File: src/rtl/seg8_pkg.sv
// ---------------------------------------------------------------------------
// seg8_pkg
// Shared constants for the tri-digit SN74HC595 seven-segment link.
// Segment bytes are common-anode: a 0 bit lights the segment. Bit 7 is the
// decimal point (active low), bits 6:0 are segments g..a.
// Contents:
//   FRAME_BITS          - shift edges per frame (3 digits x 8 bits)
//   CHAR_0 .. CHAR_9    - digit glyphs with the point off
//   CHAR_POINT          - point only
//   CHAR_ON / CHAR_OFF  - all segments lit / all dark
//   DIGIT_ILLEGAL       - digit value reported for an unrecognised glyph
// ---------------------------------------------------------------------------
package seg8_pkg;

    localparam int FRAME_BITS = 24;

    localparam logic [7:0] CHAR_0     = 8'hC0;
    localparam logic [7:0] CHAR_1     = 8'hF9;
    localparam logic [7:0] CHAR_2     = 8'hA4;
    localparam logic [7:0] CHAR_3     = 8'hB0;
    localparam logic [7:0] CHAR_4     = 8'h99;
    localparam logic [7:0] CHAR_5     = 8'h92;
    localparam logic [7:0] CHAR_6     = 8'h82;
    localparam logic [7:0] CHAR_7     = 8'hF8;
    localparam logic [7:0] CHAR_8     = 8'h80;
    localparam logic [7:0] CHAR_9     = 8'h90;
    localparam logic [7:0] CHAR_POINT = 8'h7F;
    localparam logic [7:0] CHAR_ON    = 8'h00;
    localparam logic [7:0] CHAR_OFF   = 8'hFF;

    localparam logic [3:0] DIGIT_ILLEGAL = 4'hF;

endpackage

File: src/rtl/seg8_code_decoder.sv
// ---------------------------------------------------------------------------
// seg8_code_decoder
// Combinational decode of one common-anode segment byte back to BCD.
// Ports:
//   code_i    [7:0] segment byte, bit 7 = point (active low)
//   digit_o   [3:0] decoded digit, 4'hF when the glyph is not a digit
//   dp_o            point lit
//   illegal_o       glyph (bits 6:0) matches none of CHAR_0..CHAR_9
// ---------------------------------------------------------------------------
module seg8_code_decoder
    import seg8_pkg::*;
(
    input  logic [7:0] code_i,
    output logic [3:0] digit_o,
    output logic       dp_o,
    output logic       illegal_o
);

    assign dp_o = ~code_i[7];

    // Only the segment bits take part in the match; the point is independent.
    always_comb begin
        digit_o   = DIGIT_ILLEGAL;
        illegal_o = 1'b0;
        case (code_i[6:0])
            CHAR_0[6:0]: digit_o = 4'd0;
            CHAR_1[6:0]: digit_o = 4'd1;
            CHAR_2[6:0]: digit_o = 4'd2;
            CHAR_3[6:0]: digit_o = 4'd3;
            CHAR_4[6:0]: digit_o = 4'd4;
            CHAR_5[6:0]: digit_o = 4'd5;
            CHAR_6[6:0]: digit_o = 4'd6;
            CHAR_7[6:0]: digit_o = 4'd7;
            CHAR_8[6:0]: digit_o = 4'd8;
            CHAR_9[6:0]: digit_o = 4'd9;
            default:     illegal_o = 1'b1;
        endcase
    end

endmodule

File: src/rtl/sn74hc595_trio_seg8_receiver.sv
// ---------------------------------------------------------------------------
// sn74hc595_trio_seg8_receiver
// Oversamples the 595 serial link on clk, rebuilds the 24-bit chain image and
// decodes it into three BCD digits plus the decimal-point position on every
// load rising edge.
// Ports:
//   clk, rst_n   system clock, asynchronous active-low reset
//   clk_serial   driver shift clock (data taken on its rising edge)
//   data         serial data, digit 2 MSB first
//   load         latch strobe, frame committed on its rising edge
//   num0..num2   decoded digits (4'hF for an unknown glyph)
//   point_pos    0 = no point, k = point after digit k-1
//   seg_raw      committed chain image {digit2, digit1, digit0}
//   valid        one-clock pulse when the outputs above update
//   code_err     committed frame had an unknown glyph or several points
//   frame_err    committed frame did not contain exactly FRAME_BITS shifts
// Output handshake: valid is a single-cycle strobe with no back-pressure;
// all decoded outputs change only in the cycle valid is high and then hold.
// ---------------------------------------------------------------------------
module sn74hc595_trio_seg8_receiver #(
    parameter int SYNC_STAGES = 2,
    parameter int FRAME_BITS  = seg8_pkg::FRAME_BITS
) (
    input  logic        clk,
    input  logic        rst_n,
    input  logic        clk_serial,
    input  logic        data,
    input  logic        load,
    output logic [3:0]  num0,
    output logic [3:0]  num1,
    output logic [3:0]  num2,
    output logic [1:0]  point_pos,
    output logic [23:0] seg_raw,
    output logic        valid,
    output logic        code_err,
    output logic        frame_err
);

    import seg8_pkg::*;

    localparam logic [4:0] FRAME_CNT = 5'(FRAME_BITS);

    logic [SYNC_STAGES-1:0] sclk_sync_q, data_sync_q, load_sync_q;
    logic                   sclk_hist_q, load_hist_q;
    logic                   sclk_s, data_s, load_s;
    logic                   shift, commit;

    logic [23:0] sr_q, sr_d;
    logic [4:0]  cnt_q, cnt_d;

    logic [23:0] seg_raw_q;
    logic [3:0]  num0_q, num1_q, num2_q;
    logic [1:0]  point_q, point_d;
    logic        valid_q, code_err_q, frame_err_q;

    logic [3:0]  dig0, dig1, dig2;
    logic [2:0]  dp, illegal;
    logic        multi_pt;

    // Synchronizers plus one history flop per edge-detected input. data has
    // the same depth as clk_serial so it is sampled in the edge cycle.
    always_ff @(posedge clk or negedge rst_n) begin
        if (!rst_n) begin
            sclk_sync_q <= '0;
            data_sync_q <= '0;
            load_sync_q <= '0;
            sclk_hist_q <= 1'b0;
            load_hist_q <= 1'b0;
        end else begin
            sclk_sync_q <= {sclk_sync_q[SYNC_STAGES-2:0], clk_serial};
            data_sync_q <= {data_sync_q[SYNC_STAGES-2:0], data};
            load_sync_q <= {load_sync_q[SYNC_STAGES-2:0], load};
            sclk_hist_q <= sclk_s;
            load_hist_q <= load_s;
        end
    end

    assign sclk_s = sclk_sync_q[SYNC_STAGES-1];
    assign data_s = data_sync_q[SYNC_STAGES-1];
    assign load_s = load_sync_q[SYNC_STAGES-1];
    assign shift  = sclk_s & ~sclk_hist_q;
    assign commit = load_s & ~load_hist_q;

    // Shift register and saturating edge counter. A shift coinciding with a
    // commit is the first bit of the next frame, so the counter restarts at 1.
    always_comb begin
        sr_d  = sr_q;
        cnt_d = cnt_q;
        if (shift) begin
            sr_d = {sr_q[22:0], data_s};
            if (cnt_q != 5'd31) cnt_d = cnt_q + 5'd1;
        end
        if (commit) cnt_d = shift ? 5'd1 : 5'd0;
    end

    // Decode the pre-shift image so the commit never includes a coincident bit.
    seg8_code_decoder u_dec0 (.code_i(sr_q[7:0]),   .digit_o(dig0), .dp_o(dp[0]), .illegal_o(illegal[0]));
    seg8_code_decoder u_dec1 (.code_i(sr_q[15:8]),  .digit_o(dig1), .dp_o(dp[1]), .illegal_o(illegal[1]));
    seg8_code_decoder u_dec2 (.code_i(sr_q[23:16]), .digit_o(dig2), .dp_o(dp[2]), .illegal_o(illegal[2]));

    always_comb begin
        point_d  = 2'd0;
        multi_pt = 1'b0;
        case (dp)
            3'b000:  point_d = 2'd0;
            3'b001:  point_d = 2'd1;
            3'b010:  point_d = 2'd2;
            3'b100:  point_d = 2'd3;
            default: multi_pt = 1'b1;
        endcase
    end

    always_ff @(posedge clk or negedge rst_n) begin
        if (!rst_n) begin
            sr_q        <= '0;
            cnt_q       <= '0;
            seg_raw_q   <= '0;
            num0_q      <= '0;
            num1_q      <= '0;
            num2_q      <= '0;
            point_q     <= '0;
            valid_q     <= 1'b0;
            code_err_q  <= 1'b0;
            frame_err_q <= 1'b0;
        end else begin
            sr_q    <= sr_d;
            cnt_q   <= cnt_d;
            valid_q <= commit;
            if (commit) begin
                seg_raw_q   <= sr_q;
                num0_q      <= dig0;
                num1_q      <= dig1;
                num2_q      <= dig2;
                point_q     <= point_d;
                code_err_q  <= (|illegal) | multi_pt;
                frame_err_q <= (cnt_q != FRAME_CNT);
            end
        end
    end

    assign num0      = num0_q;
    assign num1      = num1_q;
    assign num2      = num2_q;
    assign point_pos = point_q;
    assign seg_raw   = seg_raw_q;
    assign valid     = valid_q;
    assign code_err  = code_err_q;
    assign frame_err = frame_err_q;

endmodule
File: config.mk
export PLATFORM = sky130hd
export DESIGN_NAME = sn74hc595_trio_seg8_receiver
export DESIGN_NICKNAME = d
export VERILOG_FILES = /design/src/rtl/seg8_pkg.sv /design/src/rtl/seg8_code_decoder.sv /design/src/rtl/sn74hc595_trio_seg8_receiver.sv
export SDC_FILE = /design/constraint.sdc
export NUM_CORES = 1
export LEC_CHECK = 0
export CORE_UTILIZATION = 30
export CTS_CLUSTER_DIAMETER = 50
export CTS_CLUSTER_SIZE = 10
export DETAILED_ROUTE_END_ITERATION = 10
export SLEW_MARGIN = 20
export SYNTH_ARGS = -nofsm -noshare
export SYNTH_HDL_FRONTEND = slang
export SYNTH_SLANG_ARGS = --single-unit
export TNS_END_PERCENT = 10
File: constraint.sdc
create_clock -name clk -period 1.5 [get_ports clk]
set_input_delay 0.3 -clock clk [delete_from_list [all_inputs] [get_ports clk]]
set_output_delay 0.3 -clock clk [all_outputs]
set_load 0.01 [all_outputs]
# Word-level counts from Yosys, hierarchy flattened
# Cells that the tools add are included.
[word_totals] register_bits=78 input_bits=5 output_inout_bits=41 elab_cells=80
[classes] addsub=1 eq_ne=32 mux=12 bitwise=8 n_reduce_logical=12
[op_table] operator="4-bit case mux with 10 select lines" count=3
[op_table] operator="7-bit by 5-bit == test with 1-bit output, second input constant" count=9
[op_table] operator="7-bit == test, second input constant" count=9
[op_table] operator="7-bit by 6-bit == test with 1-bit output, second input constant" count=6
[op_table] operator="10-bit OR reduction" count=3
[op_table] operator="7-bit by 2-bit == test with 1-bit output, second input constant" count=3
[op_table] operator="7-bit logical NOT" count=3
[op_table] operator="5-bit 2-to-1 mux" count=3
[op_table] operator="5-bit inequality test, second input constant" count=2
[op_table] operator="2-bit case mux with 3 select lines" count=1
[op_table] operator="5-bit by 1-bit adder with 5-bit output, second input constant" count=1
[op_table] operator="1-bit 2-to-1 mux" count=5
[op_table] operator="1-bit NOT" count=5
[op_table] operator="2-bit nonzero test" count=2
[op_table] operator="4-bit OR reduction" count=1
[op_table] operator="3-bit by 1-bit == test with 1-bit output, second input constant" count=1
[op_table] operator="3-bit by 2-bit == test with 1-bit output, second input constant" count=1
[op_table] operator="3-bit == test, second input constant" count=1
[op_table] operator="3-bit logical NOT" count=1
[op_table] operator="3-bit OR reduction" count=1
[op_table] operator="1-bit bitwise AND" count=2
[op_table] operator="2-bit AND reduction" count=1
[op_table] operator="1-bit bitwise OR" count=1

# Longest topological paths before layout
# Gate-level depths: netlist of the first run.
[logic_depth] ltp_word=5 mapped_depth=7 mapped_depth_nobuf=7

# Hierarchy
# A second synthesis of the first run with hierarchy kept.
[hier_totals] cells_unflattened=351 area_unflattened_um2=3540.9
[modules_own_cells] mod="sn74hc595_trio_seg8_receiver" n_inst=1 cells_per_inst=261 area_each_um2=2940.3 seq_area_each_um2=1951.9
[modules_own_cells] mod="seg8_code_decoder" n_inst=3 cells_per_inst=30 area_each_um2=200.2 seq_area_each_um2=0.0

# Worst setup path before layout of the first run
# Ideal clock, no wire load.
[synth_timing] path_kind="flip-flop to flip-flop" start="register sr_q[0]" end="register code_err_q (netlist: code_err)" setup_time_ns=0.143 arrival_ns=1.494 required_ns=1.357 path_slack_ns=-0.137 stages_incl_launch_ff=7 path_buffers=1 synth_period_minus_slack_ns=1.637 cell_sequence="dfrtp_1 -> buf_6 -> or3_1 -> a211o_1 -> nand4_1 -> a21boi_1 -> a31oi_1"
[synth_between] elab_chain_cells=5 elab_cells_between_ends=14 classes_between="eq/ne (9); mux (1); bitwise (1); reduce/logical (3)"
[synth_lines] item="start: declaration" line="sn74hc595_trio_seg8_receiver.sv:48" rtl="logic [23:0] sr_q, sr_d;"
[synth_lines] item="start signal: assignment" line="sn74hc595_trio_seg8_receiver.sv:126" rtl="sr_q <= sr_d;"
[synth_lines] item="7-bit == test, or another cell as far along" line="seg8_code_decoder.sv:25" rtl="case (code_i[6:0])"
[synth_lines] item="10-bit OR reduction (no source line) (*)"
[synth_lines] item="1-bit 2-to-1 mux (*)" line="seg8_code_decoder.sv:25"
[synth_lines] item="3-bit OR reduction (*)" line="sn74hc595_trio_seg8_receiver.sv:135" rtl="code_err_q <= (|illegal) | multi_pt;"
[synth_lines] item="1-bit bitwise OR (*)" line="sn74hc595_trio_seg8_receiver.sv:135"
[synth_lines] item="end signal: assignment" line="sn74hc595_trio_seg8_receiver.sv:135"
[synth_lines] item="end: declaration" line="sn74hc595_trio_seg8_receiver.sv:54" rtl="logic valid_q, code_err_q, frame_err_q;"
# Every way passes the cells marked *; elsewhere a longest branch is shown, timed or not.
# A chain may end at the register's enable or synchronous reset.

# Worst setup path in the final report of the first run
[layout_timing] start="register sr_q[11]" end="register code_err_q (netlist: code_err)"
# The elaborated chain is that of the path after synthesis.

==> impl_metrics.csv, run 1 <==
group,metric,value,unit
outcome,status,"complete, but fails checks",
outcome,violations,"setup timing",
timing,finalCritPeriodShare,109,%
timing,hold_viol,0,
final_layout,antenna_cells,0,
placed_design,place_inst,552,
clock_tree,clk_latency,0.33,ns
die,ios,46,
final_layout,instances_no_fill,572,
synth,netlist_instances,339,
worst_hold_path,hp-class,"reg2reg",
detailed_routing,ant_nets,0,
global_routing,grt_max_degree,47,
detailed_routing,firstDrtPassIters,4,
detailed_routing,drt_iter0_markers,150,
final_layout,nets,435,
critical_path,crit_required,1.71,ns
clock_tree,htreeDepth,3,
synth,synth.area.top_cells,"dfrtp_1 (56%), nand2_1 (9.3%), mux2_2 (7.1%)",
clock_tree,cts_sinks,78,
placed_design,io_buffer_count,45,
synth,synth-async-reset-ratio,100,%
global_routing,track_usage,14.7,%
die,die_h,110,µm
critical_path,end_kind,"flip-flop",
final_layout,regArea,1960,µm²
critical_path,start_kind,"flip-flop",
timing,worstMarginPinSlew,0.391,ns
synth,synth_top_area_cell,"dfrtp_1",
clock_tree,cts_max_path_buffers,2,
final_layout,area_growth,37.4,%
critical_path,arrival,1.85,ns
detailed_routing,viasPerCell,4.80,
power,finalPower,7810,µW
final_layout,fill_cells,1058,
synth,post-synth-top-area-fraction,56.3,%
timing,min_period,1.64,ns
global_routing,overflow,0,
clock_tree,cts_tree,"yes",
critical_path,crit_type,"reg2reg",
synth,synth_edf_count,0,
synth,yosysWarnings,0,
die,initial_core_util,31.5,%
die,rows,38,
timing,maxSlewViolCount,0,
timing,skew,0.00509,ns
die,core-area,11000,µm²
timing,clock.fmax,609,MHz
final_layout,final_core_util,43.2,%
synth,netlist_area,3470,µm²
timing,setup_viol,10,
power,power_density,1640,nW/µm²
synth,ys_dominant_reg_cell,"dfrtp_1",
detailed_routing,routed_wl,8020,µm
timing,relSlewSlack,73.7,%
clock_tree,cts_buffers,9,
run,cap_violations,0,
final_layout,multiInputGateArea,1440,µm²
clock_tree,root_buffer,"clkbuf_16",
synth,synth.yosys.seq_area_share,56.3,%
final_layout,drive_above_1_share,26.9,%
global_routing,grt_pass1_wl,13400,µm
timing,setup_ws,-0.142,ns
die,die_x,110,µm
synth,synth.top_cells.by_count,"nand2_1 (86), dfrtp_1 (78), mux2_2 (22)",
detailed_routing,wl_per_cell,14.0,µm
synth,avgSynthCellArea,10.2,µm²
synth,yosysMostFrequentCell,"nand2_1",
synth,syn_nets,347,
synth,ys_types,53,
placed_design,dp.final_hpwl,5650,µm
critical_path,crit_fanout,4,
clock_tree,path_clk_slew,0.06,ns
timing,rsz0062_at_grt,"yes",
die,dieArea,12000,µm²
power,ir_worst_vdd,0.565,mV
detailed_routing,drc,0,
detailed_routing,vias,2745,
placed_design,gp_congestion,0.877,
global_routing,grt_pass1_vias,2859,
global_routing,antenna_found_initial,0,
power,p_leak,0.00233,µW
synth,ys_seq_elements,78,
timing,fin_tns_setup,-0.719,ns
[cells in the final DEF (no fill, tap or decap), types with 2 or more instances in the layout]
cell	Yosys	layout
nand2_1	86	86
dfrtp_1	78	75
buf_4	2	57
dlygate4sd2_1	0	41
mux2_2	22	22
nor2_1	19	17
o21ai_0	16	16
clkbuf_16	0	9
a31oi_1	8	8
a21oi_1	8	6
inv_1	5	5
nand2b_1	4	4
nand3b_1	4	4
xor2_1	4	4
and4b_1	3	3
nor2b_1	3	3
nor4_1	3	3
nor3_1	3	3
clkinv_4	0	3
clkdlybuf4s50_1	0	3
dfrtp_2	0	3
o211ai_1	2	2
or3b_1	2	2
nor4b_1	3	2
nand4_1	2	2
a21oi_2	0	2
a32o_1	2	2
a22oi_1	2	2
xnor2_1	2	2
nand3_1	2	2
ha_2	0	2
bufinv_16	0	2
[cell families after synthesis]
kind of cell / share of synthesized area [%]
multiplexers: 7.57
flip-flops: 56.3
buffers and inverters: 4.33
adder cells (fa/ha/maj): 1.08
AO/OA/AOI/OAI: 10.1
AND/OR/NAND/NOR: 19.1
XOR/XNOR: 1.51
[critical path: stages, from the launching register on]
cell and delay [ns]:
dfrtp_1 0.40, or3b_1 0.40, a211oi_2 0.23, o221ai_2 0.16, o31ai_2 0.09, buf_4 0.16
a31oi_1 0.08
[per-stage QoR]
step	hold slack, ns	worst slack [ns]	instance area (µm²)
after floorplan	0.00441	-0.0813	3480
after global placement	0.149	-0.114	4400
after detailed placement	0.152	-0.180	4400
after CTS	0.349	-0.107	4730
after global routing	0.351	-0.209	4770
final	0.348	-0.142	4770
[metal layers]
| metal | GRT usage [%] | up-vias | routed length, µm | part of all wire [%] |
|---|---|---|---|---|
| met4 | 8.10 | 0 | 167 | 2.1 |
| li1 | - | 1339 | - | - |
| met5 | 0 | - | 0 | 0 |
| met2 | 24.6 | 49 | 3960 | 49 |
| met3 | 2.43 | 14 | 311 | 3.9 |
| met1 | 18.1 | 1343 | 3580 | 45 |
[power breakdown]
part / internal, µW / leakage (µW) / switching, µW
registers: 2570 / 0.000976 / 386
clock network: 1460 / 0.000156 / 870
logic: 1320 / 0.00119 / 1200
total: 5350 / 0.00233 / 2460
[layout make-up]
class | instances | area share (%)
clock inverters | 7 | 2.07
well taps | 140 | 3.67
clock buffers | 9 | 4.72
multi-input cells | 229 | 30.1
repair buffers | 104 | 18.0
flip-flops and latches | 78 | 41.0
inverters | 5 | 0.394
[final timing paths]
path,to,from,slack (ns),depth (start not counted)
max,code_err$_DFFE_PN0P_,sr_q[11]$_DFFE_PN0P_,-0.14,6
min,sclk_sync_q[1]$_DFF_PN0_,sclk_sync_q[0]$_DFF_PN0_,0.35,0
max reg2reg,code_err$_DFFE_PN0P_,sr_q[11]$_DFFE_PN0P_,-0.14,6
min reg2reg,sclk_sync_q[1]$_DFF_PN0_,sclk_sync_q[0]$_DFF_PN0_,0.35,0
max in group asynchronous,seg_raw[6]$_DFFE_PN0P_,rst_n,0.61,3
min in group asynchronous,sclk_sync_q[1]$_DFF_PN0_,rst_n,0.36,2
[sequential cells by signal (all words and copies together) (netlist names)]
| name | count |
|---|---|
| sclk_sync_q | 2 |
| load_hist_q | 1 |
| load_sync_q | 2 |
| data_sync_q | 2 |
| frame_err | 1 |
| point_pos | 2 |
| cnt_q | 5 |
| seg_raw | 24 |
| sclk_hist_q | 1 |
| num2 | 4 |
| code_err | 1 |
| num1 | 4 |
| valid | 1 |
| num0 | 4 |
| sr_q | 24 |
[what timing repair did]
item / in CTS / in global routing
setup buffers: 3 / 0
endpoints found under the hold margin: 9 / 0
endpoints found under the setup margin: 54 / 16
gates resized for setup: 46 / 11
hold buffers: 1 / 0
pin swaps: 5 / 2
Power figures use the tool's default switching activity.
==> run 2, diff against run 1 <==
- clock period: 1.5 -> 1.7 ns (I/O delays scaled with it)
==> run 2 against run 1 <==
  * The run now ends clean
  * Sequential cell count unchanged
  * First-iteration DRC count is 38% lower
  * Non-clock buffer count is 29 lower
  * Worst hold slack barely moved
  * Count of clock-buffer cells in the layout grew 2
  * Final area is 3.5% lower
  * Via count is 3.4% lower
  * Critical path depth is 1 lower
  * Core utilization fell by 1.5 points
  * Critical endpoint unchanged
  * Largest cell class unchanged
  * Largest power group unchanged
==> impl_metrics.csv, run 2 (same netlist as run 1, synthesis figures left out) <==
group,metric,value,unit
final_layout,drive_above_1_share,21.6,%
placed_design,place_inst,525,
placed_design,place_area,4210,µm²
critical_path,critPathBufInv,0,
placed_design,io_buffer_count,45,
timing,hold_viol,0,
timing,finalCritPeriodShare,95.1,%
die,dieArea,12000,µm²
detailed_routing,ant_nets,0,
detailed_routing,routed_wl,7860,µm
die,die_x,110,µm
global_routing,grt_pass1_vias,2718,
run,cap_violations,0,
clock_tree,clk_latency,0.34,ns
critical_path,slowest_stage,"dfrtp_2",
placed_design,dp.final_hpwl,5290,µm
timing,worstMarginPinSlew,0.477,ns
timing,rsz0062_at_grt,"yes",
outcome,status,"complete, no violations",
die,initial_core_util,31.5,%
die,rows,38,
clock_tree,htreeDepth,3,
critical_path,crit_family,"compound AO/OA/AOI/OAI gates",
global_routing,antenna_found_initial,0,
clock_tree,cts_tree,"yes",
final_layout,instances_no_fill,543,
final_layout,stdcell_area,4600,µm²
final_layout,nets,406,
timing,clock.fmax,619,MHz
detailed_routing,wl_met2,3770,µm
detailed_routing,firstDrtPassIters,5,
final_layout,area_growth,32.6,%
detailed_routing,met1Wirelength,3620,µm
critical_path,arrival,1.87,ns
placed_design,gp_congestion,0.873,
final_layout,final_common_cell,"nand2_1",
final_layout,most-common-layout-cells,"nand2_1 (86), dfrtp_1 (72), clkdlybuf4s50_1 (44), buf_4 (26), mux2_2 (22)",
critical_path,crit_required,1.95,ns
clock_tree,cts_buffers,9,
detailed_routing,wl_met3,300,µm
clock_tree,root_buffer,"clkbuf_16",
worst_hold_path,hp-class,"reg2reg",
critical_path,crit_type,"reg2reg",
power,power_density,1460,nW/µm²
detailed_routing,viasPerCell,4.88,
global_routing,grt_pass1_wl,12900,µm
clock_tree,cts_max_path_buffers,2,
detailed_routing,drt_iter0_markers,93,
final_layout,antenna_cells,0,
final_layout,fill_cells,1114,
detailed_routing,wl_per_cell,14.5,µm
power,p_leak,0.00207,µW
die,die_h,110,µm
timing,min_period,1.62,ns
global_routing,grt_max_degree,34,
clock_tree,cts_sinks,78,
global_routing,track_usage,14.3,%
critical_path,path_cells,"mux2_4 -> o32ai_1 -> a32o_1 -> a311o_2 -> a31oi_1",
critical_path,cp_slowest_stage_delay,0.46,ns
global_routing,overflow,0,
timing,skew,0.00673,ns
timing,relSlewSlack,68.2,%
clock_tree,path_clk_slew,0.06,ns
critical_path,end_kind,"flip-flop",
die,ios,46,
critical_path,crit_fanout,7,
detailed_routing,drc,0,
timing,setup_viol,0,
detailed_routing,dr.max_layer_used,"met4",
critical_path,start_kind,"flip-flop",
die,core-area,11000,µm²
timing,maxSlewViolCount,0,
power,ir_worst_vdd,0.676,mV
detailed_routing,vias,2652,
-- run 2: cell type report --
cell class | count | area, µm² | area share [%]
flip-flops and latches | 78 | 1960 | 42.6
multi-input cells | 229 | 1430 | 31.1
repair buffers | 75 | 717 | 15.6
clock buffers | 11 | 243 | 5.27
well taps | 140 | 175 | 3.81
clock inverters | 5 | 58.8 | 1.28
inverters | 5 | 18.8 | 0.408
-- run 2: repair_timing --
item                       CTS  global route
pin swaps                    0             6
buffers inserted             0             1
hold buffers                 1             0
resized for setup            2            17
hold endpoints to repair    31             0
setup endpoints to repair    2            11
-- run 2: worst reg2reg max path, cell delays in order, from the launching register on --
cell and delay, ns:
dfrtp_2 0.46, mux2_4 0.21, o32ai_1 0.06, a32o_1 0.23, a311o_2 0.40, a31oi_1 0.18
-- run 2: path summary, 6_finish.rpt --
check | from | end | slack [ns] | depth (start not counted)
max | sr_q[20]$_DFFE_PN0P_ | code_err$_DFFE_PN0P_ | 0.08 | 5
min | sclk_sync_q[0]$_DFF_PN0_ | sclk_sync_q[1]$_DFF_PN0_ | 0.35 | 0
max reg2reg | sr_q[20]$_DFFE_PN0P_ | code_err$_DFFE_PN0P_ | 0.08 | 5
min reg2reg | sclk_sync_q[0]$_DFF_PN0_ | sclk_sync_q[1]$_DFF_PN0_ | 0.35 | 0
max in group asynchronous | rst_n | sr_q[10]$_DFFE_PN0P_ | 0.67 | 3
min in group asynchronous | rst_n | sclk_hist_q$_DFF_PN0_ | 0.51 | 2
-- run 2: power breakdown --
part,internal [µW],switching (µW)
registers,2270,366
logic,1160,997
clock network,1180,743
total,4610,2110
-- run 2: per-layer routing --
layer | vias up | track usage (%)
li1 | 1278 | -
met2 | 53 | 23.6
met1 | 1308 | 17.6
met4 | 0 | 7.05
met3 | 13 | 3.20
met5 | - | 0
-- run 2: stage by stage --
| step | setup slack, ns | TNS [ns] | hold slack, ns | power (µW) | utilization (%) |
|---|---|---|---|---|---|
| after floorplan | 0.0629 | 0 | 0.0444 | 3690 | - |
| after CTS | 0.0111 | 0 | 0.351 | 6650 | 41.1 |
| after global routing | -0.0412 | -0.128 | 0.369 | 7150 | 41.7 |
| after detailed placement | -0.000284 | -0.000284 | 0.337 | 4680 | 38.2 |
| after global placement | 0.0451 | 0 | 0.328 | 4630 | 38.2 |
| final | 0.0834 | 0 | 0.349 | 6710 | 41.7 |
